==> config.mk <==
export PLATFORM = sky130hd
export DESIGN_NAME = det_event_fifo_flat
export DESIGN_NICKNAME = d
export VERILOG_FILES = /design/src/rtl/det_event_fifo_if.sv /design/src/rtl/det_event_fifo.sv /design/src/flat_wrapper.sv
export SDC_FILE = /design/constraint.sdc
export NUM_CORES = 1
export LEC_CHECK = 0
export ABC_AREA = 1
export CAP_MARGIN = 25
export CELL_PAD_IN_SITES_DETAIL_PLACEMENT = 0
export CELL_PAD_IN_SITES_GLOBAL_PLACEMENT = 1
export CORE_ASPECT_RATIO = 1.2
export CORE_MARGIN = 3
export CORE_UTILIZATION = 40
export DETAILED_ROUTE_END_ITERATION = 16
export PLACE_DENSITY_LB_ADDON = 0.2
export SYNTH_ARGS = -nofsm -noshare
export SYNTH_HDL_FRONTEND = slang
export SYNTH_SLANG_ARGS = --single-unit
==> constraint.sdc <==
create_clock -name clk -period 2.5 [get_ports clk]
set_input_delay 0.25 -clock clk [delete_from_list [all_inputs] [get_ports clk]]
set_output_delay 0.25 -clock clk [all_outputs]
set_load 0.02 [all_outputs]
==> src/rtl/det_event_fifo_if.sv <==
// rtl/det_event_fifo_if.sv - first-word-fall-through read port of the detection event FIFO
interface det_event_fifo_if #(
    parameter int TS_W = 16
);
    logic            rd_valid;
    logic            rd_ready;
    logic [TS_W-1:0] rd_data;

    modport master (
        output rd_valid,
        output rd_data,
        input  rd_ready
    );

    modport slave (
        input  rd_valid,
        input  rd_data,
        output rd_ready
    );
endinterface

==> src/rtl/det_event_fifo.sv <==
// rtl/det_event_fifo.sv - timestamps pattern detections on bit strobes into a FWFT FIFO
module det_event_fifo #(
    parameter  int DEPTH = 4,
    parameter  int TS_W  = 16,
    localparam int AW    = $clog2(DEPTH),
    localparam int CW    = AW + 1
) (
    input  logic             clk,
    input  logic             reset,
    input  logic             bit_en,
    input  logic             detected,
    input  logic             clear,
    det_event_fifo_if.master rd,
    output logic [CW-1:0]    fifo_count,
    output logic [TS_W-1:0]  total_count,
    output logic             overflow
);

    logic [TS_W-1:0] ts_q, ts_d;
    logic [TS_W-1:0] total_q, total_d;
    logic            ovf_q, ovf_d;
    logic [CW-1:0]   count_q, count_d;
    logic [AW-1:0]   wr_ptr_q, wr_ptr_d;
    logic [AW-1:0]   rd_ptr_q, rd_ptr_d;
    logic [TS_W-1:0] mem_q [DEPTH];

    logic push, pop, full, wr_en;

    always_comb begin
        push  = bit_en & detected;
        pop   = (count_q != '0) & rd.rd_ready;
        full  = (count_q == CW'(DEPTH));
        // A pop frees the slot this cycle, so a full FIFO still accepts the push.
        wr_en = push & (~full | pop);

        ts_d     = ts_q;
        total_d  = total_q;
        ovf_d    = ovf_q;
        count_d  = count_q;
        wr_ptr_d = wr_ptr_q;
        rd_ptr_d = rd_ptr_q;

        if (clear) begin
            ts_d     = '0;
            total_d  = '0;
            ovf_d    = 1'b0;
            count_d  = '0;
            wr_ptr_d = '0;
            rd_ptr_d = '0;
        end else begin
            if (bit_en) ts_d = ts_q + 1'b1;
            if (push && (total_q != '1)) total_d = total_q + 1'b1;
            if (push && full && !pop) ovf_d = 1'b1;
            wr_ptr_d = wr_ptr_q + AW'(wr_en);
            rd_ptr_d = rd_ptr_q + AW'(pop);
            count_d  = count_q + CW'(wr_en) - CW'(pop);
        end
    end

    always_ff @(posedge clk or negedge reset) begin
        if (!reset) begin
            ts_q     <= '0;
            total_q  <= '0;
            ovf_q    <= 1'b0;
            count_q  <= '0;
            wr_ptr_q <= '0;
            rd_ptr_q <= '0;
        end else begin
            ts_q     <= ts_d;
            total_q  <= total_d;
            ovf_q    <= ovf_d;
            count_q  <= count_d;
            wr_ptr_q <= wr_ptr_d;
            rd_ptr_q <= rd_ptr_d;
        end
    end

    // Storage is left unreset; occupancy alone decides what is valid.
    always_ff @(posedge clk) begin
        if (wr_en && !clear) mem_q[wr_ptr_q] <= ts_q;
    end

    assign rd.rd_valid = (count_q != '0);
    assign rd.rd_data  = mem_q[rd_ptr_q];
    assign fifo_count  = count_q;
    assign total_count = total_q;
    assign overflow    = ovf_q;

endmodule

==> src/flat_wrapper.sv <==
// flat-port wrapper written by rule: the top's interface ports become plain ports
module det_event_fifo_flat 
#(
    parameter  int DEPTH = 4,
    parameter  int TS_W  = 16,
    localparam int AW    = $clog2(DEPTH),
    localparam int CW    = AW + 1
)
  (clk, reset, bit_en, detected, clear, fifo_count, total_count, overflow, rd_rd_valid, rd_rd_data, rd_rd_ready);
  det_event_fifo_if #(.TS_W(TS_W)) rd_i ();
  input  logic clk;
  input  logic reset;
  input  logic bit_en;
  input  logic detected;
  input  logic clear;
  output logic [CW-1:0] fifo_count;
  output logic [TS_W-1:0] total_count;
  output logic overflow;
  output wire logic [$bits(rd_i.rd_valid)-1:0] rd_rd_valid;
  output wire logic [$bits(rd_i.rd_data)-1:0] rd_rd_data;
  input wire logic [$bits(rd_i.rd_ready)-1:0] rd_rd_ready;
  assign rd_rd_valid = rd_i.rd_valid;
  assign rd_rd_data = rd_i.rd_data;
  assign rd_i.rd_ready = rd_rd_ready;
  det_event_fifo #(.DEPTH(DEPTH), .TS_W(TS_W)) u_core (.clk(clk), .reset(reset), .bit_en(bit_en), .detected(detected), .clear(clear), .rd(rd_i), .fifo_count(fifo_count), .total_count(total_count), .overflow(overflow));
endmodule
Yosys cells after proc, flatten, opt, wreduce, memory -nomap -nowiden
Memory sizes are Yosys's and may differ from the RTL's.
Index checks and enable logic that the tools add are counted.
{"block": "totals", "register_bits": 40, "ramBits": 64, "input_bits": 6, "out_inout_bits": 37, "word_cells": 41, "memories": 1}
{"memory": "u_core.mem_q", "words": 4, "word_bits": 16, "read_ports": 1, "rd_ports_with_merged_regs": 0, "write_ports": 1, "line": "det_event_fifo.sv:25", "rtl": "logic [TS_W-1:0] mem_q [DEPTH];"}
{"block": "classes", "add_sub_neg": 6, "eq_ne": 2, "mux": 11, "bitwise": 5, "n_reduce_logical": 10}
{"operator": "$mux W16", "count": 4}
{"operator": "$add A16 B1 Y16 const B", "count": 2}
{"operator": "$ne A16 B16 Y1 const B", "count": 1}
{"operator": "$reduce_bool A2 Y1", "count": 3}
{"operator": "$add A2 B1 Y2", "count": 2}
{"operator": "$logic_and A1 B1 Y1", "count": 4}
{"operator": "$mux W1", "count": 4}
{"operator": "$mux W2", "count": 2}
{"operator": "$add A3 B1 Y3", "count": 1}
{"operator": "$and A1 B1 Y1", "count": 3}
{"operator": "$eq A3 B3 Y1 const B", "count": 1}
{"operator": "$mux W3", "count": 1}
{"operator": "$reduce_bool A3 Y1", "count": 1}
{"operator": "$sub A3 B1 Y3", "count": 1}
{"operator": "$logic_not A1 Y1", "count": 2}
{"operator": "$not A1 Y1", "count": 1}
{"operator": "$or A1 B1 Y1", "count": 1}

Depth between registers and ports, before layout
Gate-level depths: netlist of the first run.
{"block": "depth", "ltp_word": 7, "ltp_mapped": 10, "ltp_nobuf": 10}

Least setup slack after synthesis of the first run
Ideal clock, no wire load.
{"block": "synth_path", "kind": "register -> register", "from": "register u_core.count_q[1], in the netlist u_core.fifo_count[1]", "to": "memory u_core.mem_q[0][0], enable pin", "setup_time_ps": 409, "t_arrival_ps": 2172, "required_ps": 2091, "setup_slack_ps": -81, "stages_incl_launch_ff": 7, "path_buffers": 0, "synth_period_minus_slack_ps": 2581, "cell_sequence": "dfrtp_1 > inv_1 > nand4_1 > inv_1 > nor2_1 > nand2_1 > nor3_1"}
{"block": "synth_via", "elab_chain_len": 7, "word_cells_on_any_way": 9, "cone_classes": "1 x eq/ne; 2 x mux; 4 x bitwise; 2 x reduce/logical"}
{"item": "start: declaration", "line": "det_event_fifo.sv:22", "rtl": "logic [CW-1:0] count_q, count_d;"}
{"item": "start signal: assignment", "line": "det_event_fifo.sv:72", "rtl": "count_q <= count_d;"}
{"item": "$reduce_bool A3 Y1 / $eq A3 B3 Y1 (equally long branches)", "line": "det_event_fifo.sv:31, det_event_fifo.sv:32"}
{"item": "$and A1 B1 Y1 / $not A1 Y1 (equally long branches)", "line": "det_event_fifo.sv:31, det_event_fifo.sv:34"}
{"item": "$or A1 B1 Y1 (*)", "line": "det_event_fifo.sv:34", "rtl": "wr_en = push & (~full | pop);"}
{"item": "$and A1 B1 Y1 (*)", "line": "det_event_fifo.sv:34"}
{"item": "$logic_and A1 B1 Y1 (*)", "line": "det_event_fifo.sv:80", "rtl": "if (wr_en && !clear) mem_q[wr_ptr_q] <= ts_q;"}
{"item": "$mux W1 (*)", "line": "det_event_fifo.sv:80"}
{"item": "$mux W1 (not written as such) (*)", "line": "det_event_fifo.sv:80"}
{"item": "end: declaration", "line": "det_event_fifo.sv:25"}
Mark *: on every way between the ends. The rest lies on a longest branch, timed or not.

Worst setup path in the final report of the first run
{"block": "layout_path", "from": "register u_core.rd_ptr_q[0]", "to": "output port rd_rd_data[9]"}
{"block": "layout_via", "elab_chain_len": 1}
{"item": "start: declaration", "line": "det_event_fifo.sv:24", "rtl": "logic [AW-1:0] rd_ptr_q, rd_ptr_d;"}
{"item": "start signal: assignment", "line": "det_event_fifo.sv:74", "rtl": "rd_ptr_q <= rd_ptr_d;"}
{"item": "$mem_v2 Z4 W16"}
{"item": "end: declaration", "line": "flat_wrapper.sv:20", "rtl": "output wire logic [$bits(rd_i.rd_data)-1:0] rd_rd_data;"}
No other way between the ends.

==> metrics.txt, run 1 <==
drt initial violations 144; width of the die 104.2 µm; max_cap viols 0; TritonCTS clock tree built; sequential share of power 43.8%; final hold vios 0; Cells after Synth 469; Most used DFF post-synth edfxtp_1; hold_ws 390.5 ps; Max Clk Rate 434.5 MHz; vias in the first global route 3350; Setup crit start kind flop; Clk Latency, worst-skew pair 340 ps; cts repair resizes 0; Layout Skew 8.265 ps; Die Footprint 12920 µm²; reg-to-reg endpoint u_core.fifo_count[2]; P_sw 1.340 mW; Netlist cell types 26; dpl ws 318.7 ps; WP buf/inv 3; First-pass DRT Iterations 4; Reg clk slew, reported paths 70 ps; global-route usage over all layers 15.96%; CTS root buf clkbuf_16; io pins 43; largest net degree at the start of global routing 41; ANT nets after route 0; I/O Buffers 42; via count 3327; Critical Path Start u_core.rd_ptr_q[0]; Clk pwr share 29.5%; Post-Syn Area 4633 µm²; Worst Slack Setup Final 198.7 ps; crit path kind flop to output pin; Worst path max stage delay 630 ps; FF/Latch Area 2923 µm²; DRC viols 0; Core Area 11190 µm²; part of the cycle the worst path needs 92.05%; Pleak 2.208 nW; status completed; count of final setup violators 0; routed wire length 9.793 mm; Post-synth EDFFs 64; r2r worst-path depth 9; minimum clock period 2301 ps; WP depth 5; Yosys top cell by area edfxtp_1; detailed placement HPWL 6.526 mm; global-route wire length before repair 16.10 mm; Synth warnings 0; share of cells above drive strength 1 7.238%; Slew HR 68.24%; footprint of the multi-input gates 1495 µm²; unrepaired setup endpoints after global routing no; drt wl/cell 14.42 µm; PwrDens 785.0 nW/µm²; initial antenna violation count 0; global placer's final weighted congestion 0.7751; Critical Path Sink Type output pin; Crit Path Max Fanout 32; initial core utilization 41.39%; Int Power 3.042 mW; Critical Path Slowest Stage Cell clkdlybuf4s50_1; Synth top area share 41.48%; CP required 2250 ps; H-Tree Depth 3; Worst EP arrival 2050 ps; most frequent cell after synthesis nand2_1; total grt overflow 0; fill count 1058; Crit path max-delay family buffers and inverters; Avg Inst Size Synth 9.879 µm²; post-synthesis sequential area ratio 63.08%; fin nets 533; CTS Buffer Depth 2; Synth top cells by count nand2_1 (89), nor2_1 (78), edfxtp_1 (64); area delta synth->final 20.50%; die height 123.9 µm; detailed-route vias per instance 4.900; Comb power frac 26.7%; row count 42; Max Slew Vio Count 0; Reg2Reg Launch Point u_core.fifo_count[1]; Worst VDD drop 0.0003210 V; worst path cell trace inv_1 > buf_4 > o21ai_0 > o22ai_1 > clkdlybuf4s50_1; switching share of power 30.58%; R2R Setup Slk 510 ps; diode count 0; flip-flop and latch count after synthesis 104; Num CTS Buffers 9; worst min path class input port to async pin; clock tree sinks 104; top cells by area, synth edfxtp_1 (41%), dfrtp_1 (22%), nand2_1 (7.2%), nor2_1 (6.3%), o21ai_0 (5.0%); Tightest Pin Transition 476.4 ps; CP Capture Point rd_rd_data[9]; share of flip-flops with an asynchronous set or reset 38.46%; syn_nets 482
layer usage:
layer | wire (µm) | track usage (%)
met3 | 285 | 2.696
met2 | 5059 | 29.35
met1 | 4303 | 18.85
met5 | 0 | 0
met4 | 144 | 6.151
cell families after synthesis:
logic type | after synthesis | synth area share, %
AO/OA/AOI/OAI | 81 | 9.614
XOR/XNOR | 8 | 1.512
adder cells (fa/ha/maj) | 7 | 2.052
buffers and inverters | 60 | 5.077
flip-flops | 104 | 63.08
AND/OR/NAND/NOR | 209 | 18.66
state kept, by name, summed over array words and instances (netlist names):
name	flops
u_core.overflow	1
u_core.fifo_count	3
u_core.wr_ptr_q	2
u_core.rd_ptr_q	2
u_core.ts_q	16
u_core.total_count	16
u_core.mem_q	64
worst min path at each step:
stage / to / slack [ps]
2_1_floorplan: u_core.fifo_count[0] / -50
3_3_place_gp: u_core.total_count[11] / 460
3_5_place_dp: u_core.total_count[7] / 470
4_1_cts: u_core.total_count[7] / 90
5_1_grt: u_core.total_count[1] / 410
6_report: u_core.total_count[5] / 390
cells in the final DEF (no fill, tap or decap), types with 9 or more instances in the layout:
| cell | n |
|---|---|
| o21ai_0 | 46 |
| nand2_1 | 89 |
| edfxtp_1 | 64 |
| inv_1 | 46 |
| dfrtp_1 | 40 |
| clkbuf_16 | 9 |
| buf_4 | 10 |
| clkdlybuf4s50_1 | 41 |
| nor2_1 | 78 |
| nand3_1 | 21 |
| o22ai_1 | 16 |
| a21oi_1 | 11 |
timing repair:
item                      CTS  global route
setup buffers               0             0
hold endpoints to repair    0            16
hold buffers                0             1
power groups by stage:
stage	clock, mW	sequential, mW	combinational, mW
2_1_floorplan	0	1.98	0.653
3_3_place_gp	0	1.95	1.17
3_5_place_dp	0	1.96	1.19
4_1_cts	1.34	1.92	1.19
5_1_grt	1.38	1.93	1.29
6_report	1.29	1.92	1.17
metrics by stage:
stage / utilization [%] / area [µm²] / std cells / total power [mW] / TNS, ps
final: 49.88 / 5583 / 679 / 4.383 / 0
after floorplan: - / 4633 / 469 / 2.634 / -5214
after global routing: 49.88 / 5583 / 679 / 4.601 / 0
after CTS: 49.54 / 5545 / 677 / 4.443 / 0
after detailed placement: 47.12 / 5274 / 661 / 3.143 / 0
after global placement: 47.12 / 5274 / 661 / 3.126 / 0
cell type report:
class	count	area share, %
multi-input cells	305	26.78
inverters	46	3.093
well taps	154	3.451
clock buffers	10	4.101
repair buffers	54	9.458
clock inverters	6	0.7620
flip-flops and latches	104	52.35
(Power assumes the default switching activity.)
==> run 2: changes to the inputs <==
- MAX_ROUTING_LAYER: not set -> met4
==> run 2 against run 1 <==
Critical path depth did not move. Clock-buffer cell count stayed put. Clock skew about the same. Clock power about the same. Sequential cell count did not move. Register-to-register slack about the same. Via count about the same. Power about the same. Sequential share of layout area unchanged. Maximum frequency about the same. Critical path type unchanged. Largest cell class unchanged. Largest power group unchanged.
==> metrics.txt, run 2 (synthesis gave the netlist of run 1 again) <==
status completed; ANT nets after route 0 (unchanged); top sig layer met4; DRC viols 0 (unchanged); Core Area 11190 µm² (unchanged); Biggest register u_core.mem_q; worst min path class input port to async pin; Clk Latency, worst-skew pair 340 ps (about the same); initial core utilization 41.39% (unchanged); clock tree sinks 104 (unchanged); reg-to-reg endpoint u_core.fifo_count[2]; diode count 0 (unchanged); dpl cell area 5274 µm² (unchanged); Setup crit start kind flop; Crit Path Max Fanout 32 (unchanged); detailed placement HPWL 6.526 mm (unchanged); die height 123.9 µm (unchanged); global-route usage over all layers 16.42% (+0.46 points); Slew HR 68.50% (+0.26 points); Final Cell Area 5583 µm² (unchanged); Max Slew Vio Count 0 (unchanged); commonest non-fill, non-tap cells in the layout nand2_1 (89), nor2_1 (78), edfxtp_1 (64); Worst Slack Setup Final 199.6 ps (+0.8430 ps); post-layout utilization of the core 49.88% (unchanged); r2r worst-path depth 9 (unchanged); area delta synth->final 20.50% (unchanged); Critical Path Sink Type output pin; minimum clock period 2300 ps (-0.8430 ps); First-pass DRT Iterations 4 (unchanged); Post-Route Setup TNS 0 ps (unchanged); Max Clk Rate 434.7 MHz (about the same); vias in the first global route 3354 (+0.12%); Tightest Pin Transition 472.5 ps (-3.881 ps); met1 wire length 4.343 mm (+0.93%); hold_ws 389.8 ps (-0.6680 ps); largest net degree at the start of global routing 41 (unchanged); dpl ws 318.7 ps (unchanged); Num CTS Buffers 9 (unchanged); CP Capture Point rd_rd_data[9]; Die Footprint 12920 µm² (unchanged); CTS root buf clkbuf_16; placed insts 661 (unchanged); total grt overflow 0 (unchanged); io pins 43 (unchanged); I/O Buffers 42 (unchanged); fin nets 533 (unchanged); detailed-route vias per instance 4.904 (about the same); R2R Setup Slk 510 ps (about the same); CTS Buffer Depth 2 (unchanged); Worst VDD drop 0.0003203 V (-0.24%); Critical Path Start u_core.rd_ptr_q[0]; width of the die 104.2 µm (unchanged); count of final setup violators 0 (unchanged); Worst EP arrival 2050 ps (about the same); Reg clk slew, reported paths 70 ps (about the same); CP required 2250 ps (about the same); H-Tree Depth 3 (unchanged); wire length on met2 5.042 mm (-0.34%); met3 routed WL 229 µm (-20%); most common cell after layout, fill and taps aside nand2_1; global placer's final weighted congestion 0.7857 (+1.4%); final hold vios 0 (unchanged); max_cap viols 0 (unchanged); initial antenna violation count 0 (unchanged); drt initial violations 148 (+2.8%); TritonCTS clock tree built; Largest register FFs 64 (unchanged); Tot Pwr 4.381 mW (about the same); via count 3330 (+0.090%); Reg2Reg Launch Point u_core.fifo_count[1]; unrepaired setup endpoints after global routing no; Layout Skew 7.772 ps (-0.4934 ps); Pleak 2.208 nW (unchanged); PwrDens 784.7 nW/µm² (about the same); Finished Layout Cells 679 (unchanged); crit path kind flop to output pin; drt wl/cell 14.37 µm (-0.35%); routed wire length 9.759 mm (-0.35%); share of cells above drive strength 1 7.238% (unchanged); global-route wire length before repair 16.10 mm (unchanged); row count 42 (unchanged); part of the cycle the worst path needs 92.02% (about the same)
## run 2: power breakdown
part           total (mW)  internal [mW]  switching (mW)
Clock                1.29          0.679           0.614
Combinational        1.17          0.489           0.679
Sequential           1.92           1.87          0.0464
Total                4.38           3.04            1.34
## run 2: worst min path at each step
stage | from | endpoint | slack [ps] | cells after the start
floorplan | reset | u_core.fifo_count[0] | -50 | 0
CTS | reset | u_core.total_count[7] | 90 | 1
finish | reset | u_core.total_count[11] | 390 | 2
global route | reset | u_core.total_count[1] | 410 | 2
detailed placement | reset | u_core.total_count[7] | 470 | 1
global placement | reset | u_core.total_count[11] | 460 | 1
## run 2: layout make-up
cell class	instances	area [µm²]
Multi-Input combinational cell	305	1495
Fill cell	1058	5610
Clock inverter	6	42.54
Timing Repair Buffer	54	528.0
Tap cell	154	192.7
Sequential cell	104	2923
Inverter	46	172.7
Clock buffer	10	229.0
## run 2: what timing repair did
item	in CTS	in global routing
resized for setup	0	0
hold buffers	0	1
buffers inserted	0	0
hold endpoints to repair	0	16
## run 2: critical path, stage by stage (launching register included)
cell and delay, ps:
dfrtp_1 380, inv_1 70, buf_4 290, o21ai_0 150, o22ai_1 180, clkdlybuf4s50_1 630
## run 2: per-layer routing
metal	global-route usage, %	vias up
met2	29.31	49
met5	-	-
met3	1.918	11
li1	-	1682
met1	18.96	1588
met4	7.149	0
==> patch 1, RTL diff (config.mk and constraints of run 2) <==
`TS_W` is set to 16 in 3 places; all go to 24.
--- a/src/rtl/det_event_fifo_if.sv
+++ b/src/rtl/det_event_fifo_if.sv
@@ -1,6 +1,6 @@
 // rtl/det_event_fifo_if.sv - first-word-fall-through read port of the detection event FIFO
 interface det_event_fifo_if #(
-    parameter int TS_W = 16
+    parameter int TS_W = 24
 );
     logic            rd_valid;
     logic            rd_ready;
--- a/src/rtl/det_event_fifo.sv
+++ b/src/rtl/det_event_fifo.sv
@@ -1,7 +1,7 @@
 // rtl/det_event_fifo.sv - timestamps pattern detections on bit strobes into a FWFT FIFO
 module det_event_fifo #(
     parameter  int DEPTH = 4,
-    parameter  int TS_W  = 16,
+    parameter  int TS_W  = 24,
     localparam int AW    = $clog2(DEPTH),
     localparam int CW    = AW + 1
 ) (
--- a/src/flat_wrapper.sv
+++ b/src/flat_wrapper.sv
@@ -2,7 +2,7 @@
 module det_event_fifo_flat 
 #(
     parameter  int DEPTH = 4,
-    parameter  int TS_W  = 16,
+    parameter  int TS_W  = 24,
     localparam int AW    = $clog2(DEPTH),
     localparam int CW    = AW + 1
 )
Ports: changed (resized rd_rd_data and total_count); port bits go from 43 to 59. No check against the original RTL was run, so the function may have changed too.
==> patch 1 against run 2 <==
- the run now ends with hold timing left
- design area is 51% higher
- synthesized area increased by 48%
- sequential cell count is 48 higher
- worst hold slack got worse by 0.39 ns
- power is 60% higher
- sequential share of layout area is 1.6 points lower
- routed wire length increased by 60%
- worst setup slack lost 0.13 ns
- clock power increased by 95%
- critical path type unchanged
- largest cell class unchanged
==> patch 1: results (changes against run 2) <==
* Max rail drop VDD at 0.435 mV (was 0.320 mV)
* Number of diodes at 0 (unchanged)
* Violated checks: hold timing
* Post-synth EDFFs at 96 (was 64)
* Vias per inst at 5.04 (was 4.90)
* Asr flop ratio synth at 0.368 (was 0.385)
* Adder-Cell Fraction of Synth Area at 0.0139 (was 0.0205)
* Clk_skew at 0.00829 ns (was 0.00777 ns)
* Synth Area in XOR/XNOR at 0.0141 (was 0.0151)
* Vias in the first global route at 5158 (was 3354)
* Sequential-to-total area share from yosys stat at 0.626 (was 0.631)
* Reg clk slew, reported paths at 0.07 ns (about the same)
* Initial antenna violation count at 0 (unchanged)
* Hold Path Class: in2async (unchanged)
* Post-synthesis compound-gate area fraction at 0.0920 (was 0.0961)
* Leak Pwr at 3.28 nW (was 2.21 nW)
* TritonRoute pass-1 iters at 7 (was 4)
* Synth area leaders: edfxtp_1 (42%), dfrtp_1 (20%), nand2_1 (7.8%) (was edfxtp_1 (41%), dfrtp_1 (22%), nand2_1 (7.2%))
* Root Buffer: clkbuf_16 (unchanged)
* DR WL/cell at 15.5 um (was 14.4 um)
* Fin nets at 796 (was 533)
* Switching share of total power at 0.295 (was 0.306)
* CTS buffer count at 17 (was 9)
* DRT iter0 DRCs at 417 (was 148)
* Htree depth at 4 (was 3)
* Count of different cell masters after synthesis at 32 (was 26)
* Mux contribution to synthesized area at 0 (unchanged)
* Filler cells at 1509 (was 1058)
* Worst-Margin Slew at 0.771 ns (was 0.473 ns)
* Mapped Nets at 721 (was 482)
* Yosys warns at 0 (unchanged)
* Status: finished, violations left (was completed)
* Final hold viol count at 4 (was 0)
* Primary FF master, synth: edfxtp_1 (unchanged)
* Largest net degree at the start of global routing at 57 (was 41)
* GR Util All Layers at 0.180 (was 0.164)
* First-pass GRT wire length at 26.0 mm (was 16.1 mm)
* Highest fanout seen on the critical path at 16 (was 32)
* Max FFs per register at 96 (was 64)
* Final GP Congestion at 0.862 (was 0.786)
* Worst hold slack at -0.00265 ns (was 0.390 ns)
* Most common library cells after synthesis: nand2_1 (143), nor2_1 (121), edfxtp_1 (96), inv_1 (62), o21ai_0 (57) (was nand2_1 (89), nor2_1 (78), edfxtp_1 (64), inv_1 (46), o21ai_0 (46))
* Share of cells above drive strength 1 at 0.0905 (was 0.0724)
* Worst-Skew Late Latency at 0.42 ns (was 0.34 ns)
* Post-Place Worst Slack at 0.304 ns (was 0.319 ns)
* Worst-case clock buffer depth at 2 (unchanged)
* Largest register by flop count: u_core.mem_q (unchanged)
* Port Buf Inserts at 58 (was 42)
* Max incr delay on CP at 0.55 ns (was 0.63 ns)
* Worst path slowest cell: clkdlybuf4s50_1 (unchanged)
* Crit-path leading delay family: buffers and inverters (unchanged)
* Post-DP HPWL at 10.4 mm (was 6.53 mm)
* Critical path arrival at 2.18 ns (was 2.05 ns)
-- patch 1: cell count changes in the layout (fill, tap and decap cells not counted), sizes merged, moves of 4 or more --
| cell | run 2 | this run |
|---|---|---|
| a21oi | 11 | 18 |
| buf | 12 | 21 |
| clkbuf | 10 | 19 |
| clkdlybuf4s50 | 41 | 56 |
| dfrtp | 40 | 56 |
| edfxtp | 64 | 96 |
| inv | 48 | 70 |
| nand2 | 91 | 147 |
| nand3 | 21 | 28 |
| nand4 | 7 | 11 |
| nor2 | 83 | 127 |
| nor3 | 7 | 17 |
| o21ai | 46 | 67 |
| o22ai | 16 | 25 |
-- patch 1: layout make-up --
type	instances	area [um2]	share of cell area
clock buffer	19	433	0.0513
multi-input combinational	468	2240	0.266
timing repair buffer	78	816	0.0967
clock inverter	13	144	0.0171
sequential	152	4280	0.508
inverter	66	251	0.0298
tap	212	265	0.0314
-- patch 1: per-layer routing --
| metal | vias to the layer above | track usage | wire length (um) |
|---|---|---|---|
| met5 | - | - | 0 |
| met4 | 0 | 0.0526 | 204 |
| met3 | 17 | 0.0362 | 458 |
| met2 | 107 | 0.321 | 8250 |
| met1 | 2422 | 0.206 | 6680 |
| li1 | 2537 | - | - |
-- patch 1: repair_timing --
| action | CTS | global route |
|---|---|---|
| endpoints found under the setup margin | 8 | 11 |
| resized for setup | 3 | 2 |
| setup buffers | 0 | 3 |
| endpoints found under the hold margin | 0 | 0 |
-- patch 1: per-stage QoR --
step	setup TNS, ns	cells	area, um2
floorplan	-61.92	708	6840
global placement	0	973	7820
detailed placement	0	973	7820
CTS	0	1005	8410
global route	-0.135	1008	8440
finish	0	1008	8440
-- patch 1: worst paths after layout --
path | endpoint | start | slack (ns) | depth (start not counted)
max in group asynchronous | u_core.ts_q[8] | reset | 2.00 | 2
worst min-delay path | u_core.total_count[23] | reset | -0.003 | 2
worst max-delay path | rd_rd_data[2] | u_core.rd_ptr_q[0] | 0.07 | 5
min in group clk | u_core.overflow | u_core.overflow | 0.50 | 1
worst max register to register | u_core.fifo_count[2] | u_core.fifo_count[1] | 0.47 | 9
worst min register to register | u_core.overflow | u_core.overflow | 0.50 | 1
-- patch 1: power groups by stage --
stage	registers, W	clock network [W]	logic, W
final	0.00279	0.00252	0.00171
after global routing	0.00279	0.00268	0.00186
after CTS	0.00278	0.00257	0.00170
after detailed placement	0.00283	0	0.00168
after global placement	0.00283	0	0.00165
after floorplan	0.00285	0	0.000884
-- patch 1: cell families (layout without fill, tap and decap cells) --
kind of cell,after synthesis,in the layout
xor gates and xnor gates,11,11
and+or+nand+nor,335,335
AOI/OAI and AO/OA,115,115
DFF,152,152
adders and majority gates,7,7
buffers and inverters,88,176
==> patch 2, RTL diff (config.mk and constraints of run 2) <==
Without the edit above. Put one more register stage on the output `total_count`, cleared by the reset. The value now appears one clock later. The other outputs are not delayed to match.
--- a/src/rtl/det_event_fifo.sv
+++ b/src/rtl/det_event_fifo.sv
@@ -83,7 +83,13 @@
     assign rd.rd_valid = (count_q != '0);
     assign rd.rd_data  = mem_q[rd_ptr_q];
     assign fifo_count  = count_q;
-    assign total_count = total_q;
+    always_ff @(posedge clk or negedge reset) begin
+        if (!reset) begin
+            total_count <= '0;
+        end else begin
+            total_count <= total_q;
+        end
+    end
     assign overflow    = ovf_q;
 
 endmodule
Behaviour: not the same (a bounded check fails within 4 cycles, from zero or initial values and one cycle with reset low).
==> patch 2 against run 2 <==
- utilization increased by 1.7 points
- synthesized area increased by 9.1%
- routed wire length increased by 3.7%
- design area increased by 13%
- worst setup slack got worse by 0.068 ns
- power increased by 28%
- first-iteration DRC count increased by 2.0%
- sequential power increased by 15%
- sequential cell count increased by 16
- clock power increased by 77%
- count of clock-buffer cells in the layout increased by 10
- critical path type unchanged
- critical endpoint is now rd_rd_data[6]
- largest power group is now the clock network
- highest routed layer unchanged
==> patch 2: results (changes against run 2) <==
* Status: completed (unchanged)
* DRT iter0 DRCs at 151 (was 148)
* Switch Pwr at 0.00154 W (was 0.00134 W)
* Most common library cells after synthesis: nand2_1 (79), nor2_1 (76), edfxtp_1 (64), dfrtp_1 (56), inv_1 (42) (was nand2_1 (89), nor2_1 (78), edfxtp_1 (64), inv_1 (46), o21ai_0 (46))
* Worst-case clock buffer depth at 2 (unchanged)
* Yosys warns at 0 (unchanged)
* CP startpoint: u_core.rd_ptr_q[0] (unchanged)
* Asr flop ratio synth at 0.467 (was 0.385)
* Syn Area/Cell at 10.5 um2 (was 9.88 um2)
* Largest net degree at the start of global routing at 33 (was 41)
* Sequential-to-total area share from yosys stat at 0.657 (was 0.631)
* Final GP Congestion at 0.746 (was 0.786)
* Max FFs per register at 64 (unchanged)
* Post-DP HPWL at 6.78 mm (was 6.53 mm)
* # DRC at 0 (unchanged)
* Reg clk slew, reported paths at 0.06 ns
* Largest register by flop count: u_core.mem_q (unchanged)
* Initial antenna violation count at 0 (unchanged)
* GR Util All Layers at 0.160 (was 0.164)
* First-pass GRT wire length at 16.6 mm (was 16.1 mm)
* Count of different cell masters after synthesis at 30 (was 26)
* Htree depth at 4 (was 3)
* Worst setup path end: rd_rd_data[6] (was rd_rd_data[9])
* Worst path slowest cell: clkdlybuf4s50_1 (unchanged)
* Post-synth EDFFs at 64 (unchanged)
* Share of cells above drive strength 1 at 0.108 (was 0.0724)
* Critical path arrival at 2.12 ns (was 2.05 ns)
* Worst-Margin Slew at 0.620 ns (was 0.473 ns)
* Non-filler cells, final at 714 (was 679)
* Filler cells at 1124 (was 1058)
* TritonRoute pass-1 iters at 4 (unchanged)
* Highest fanout seen on the critical path at 32 (unchanged)
* Hold Path Class: in2async (unchanged)
* Mapped Nets at 495 (was 482)
* R2r endpoint: u_core.fifo_count[2] (unchanged)
* Synth area leaders: edfxtp_1 (38%), dfrtp_1 (28%), nand2_1 (5.9%) (was edfxtp_1 (41%), dfrtp_1 (22%), nand2_1 (7.2%))
* Max rail drop VDD at 0.401 mV (was 0.320 mV)
* R2R cell count at 9 (unchanged)
* R2r startpoint: u_core.fifo_count[1] (unchanged)
* Leak Pwr at 2.54 nW (was 2.21 nW)
* Dpl cells at 681 (was 661)
* Placed inst area at 5720 um2 (was 5270 um2)
* CTS buffer count at 17 (was 9)
* Vias in the first global route at 3551 (was 3354)
* DR WL/cell at 14.2 um (was 14.4 um)
* Worst-Skew Late Latency at 0.40 ns (was 0.34 ns)
* Number of diodes at 0 (unchanged)
* Fin nets at 553 (was 533)
* Root Buffer: clkbuf_16 (unchanged)
* Clk_skew at 0.00577 ns (was 0.00777 ns)
* DR vias at 3490 (was 3330)
[patch 2: what timing repair did]
action / in CTS / in global routing
hold buffers: 1 / 0
resized for setup: 0 / 3
endpoints found under the hold margin: 24 / 0
endpoints found under the setup margin: 0 / 10
[patch 2: per-layer routing]
metal	track usage	vias to the layer above	routed length [um]
met5	-	-	0
met2	0.280	45	5500
li1	-	1759	-
met3	0.0304	17	252
met4	0.0765	0	184
met1	0.175	1669	4180
[patch 2: final cells by class]
| type | instances | area [um2] | share of cell area |
|---|---|---|---|
| Clock buffer | 20 | 437 | 0.0692 |
| Clock inverter | 12 | 129 | 0.0204 |
| Inverter | 45 | 173 | 0.0274 |
| Multi-Input combinational cell | 302 | 1520 | 0.241 |
| Sequential cell | 120 | 3320 | 0.527 |
| Tap cell | 161 | 201 | 0.0319 |
| Timing Repair Buffer | 54 | 528 | 0.0837 |
[patch 2: power groups by stage]
stage	sequential (W)	combinational (W)	clock, W
floorplan	0.00225	0.000650	0
global placement	0.00223	0.00115	0
detailed placement	0.00223	0.00116	0
CTS	0.00220	0.00116	0.00232
global route	0.00221	0.00128	0.00241
finish	0.00220	0.00115	0.00228
[patch 2: logic make-up after synthesis]
kind of cell / share of synthesized area
adders and majority gates: 0.0188
buffers and inverters: 0.0463
AOI/OAI and AO/OA: 0.0797
and+or+nand+nor: 0.186
DFF: 0.657
xor gates and xnor gates: 0.0121
[patch 2: stage by stage]
step                hold slack, ns  power [W]  setup WS, ns  setup TNS, ns  utilization
floorplan                  -0.0456    0.00290       -0.0614          -3.93            -
CTS                          0.412    0.00568        0.0437              0        0.515
detailed placement           0.309    0.00340         0.296              0        0.468
global placement             0.301    0.00338         0.349              0        0.468
finish                       0.400    0.00563         0.131              0        0.516
global route                 0.448    0.00589        0.0151              0        0.516
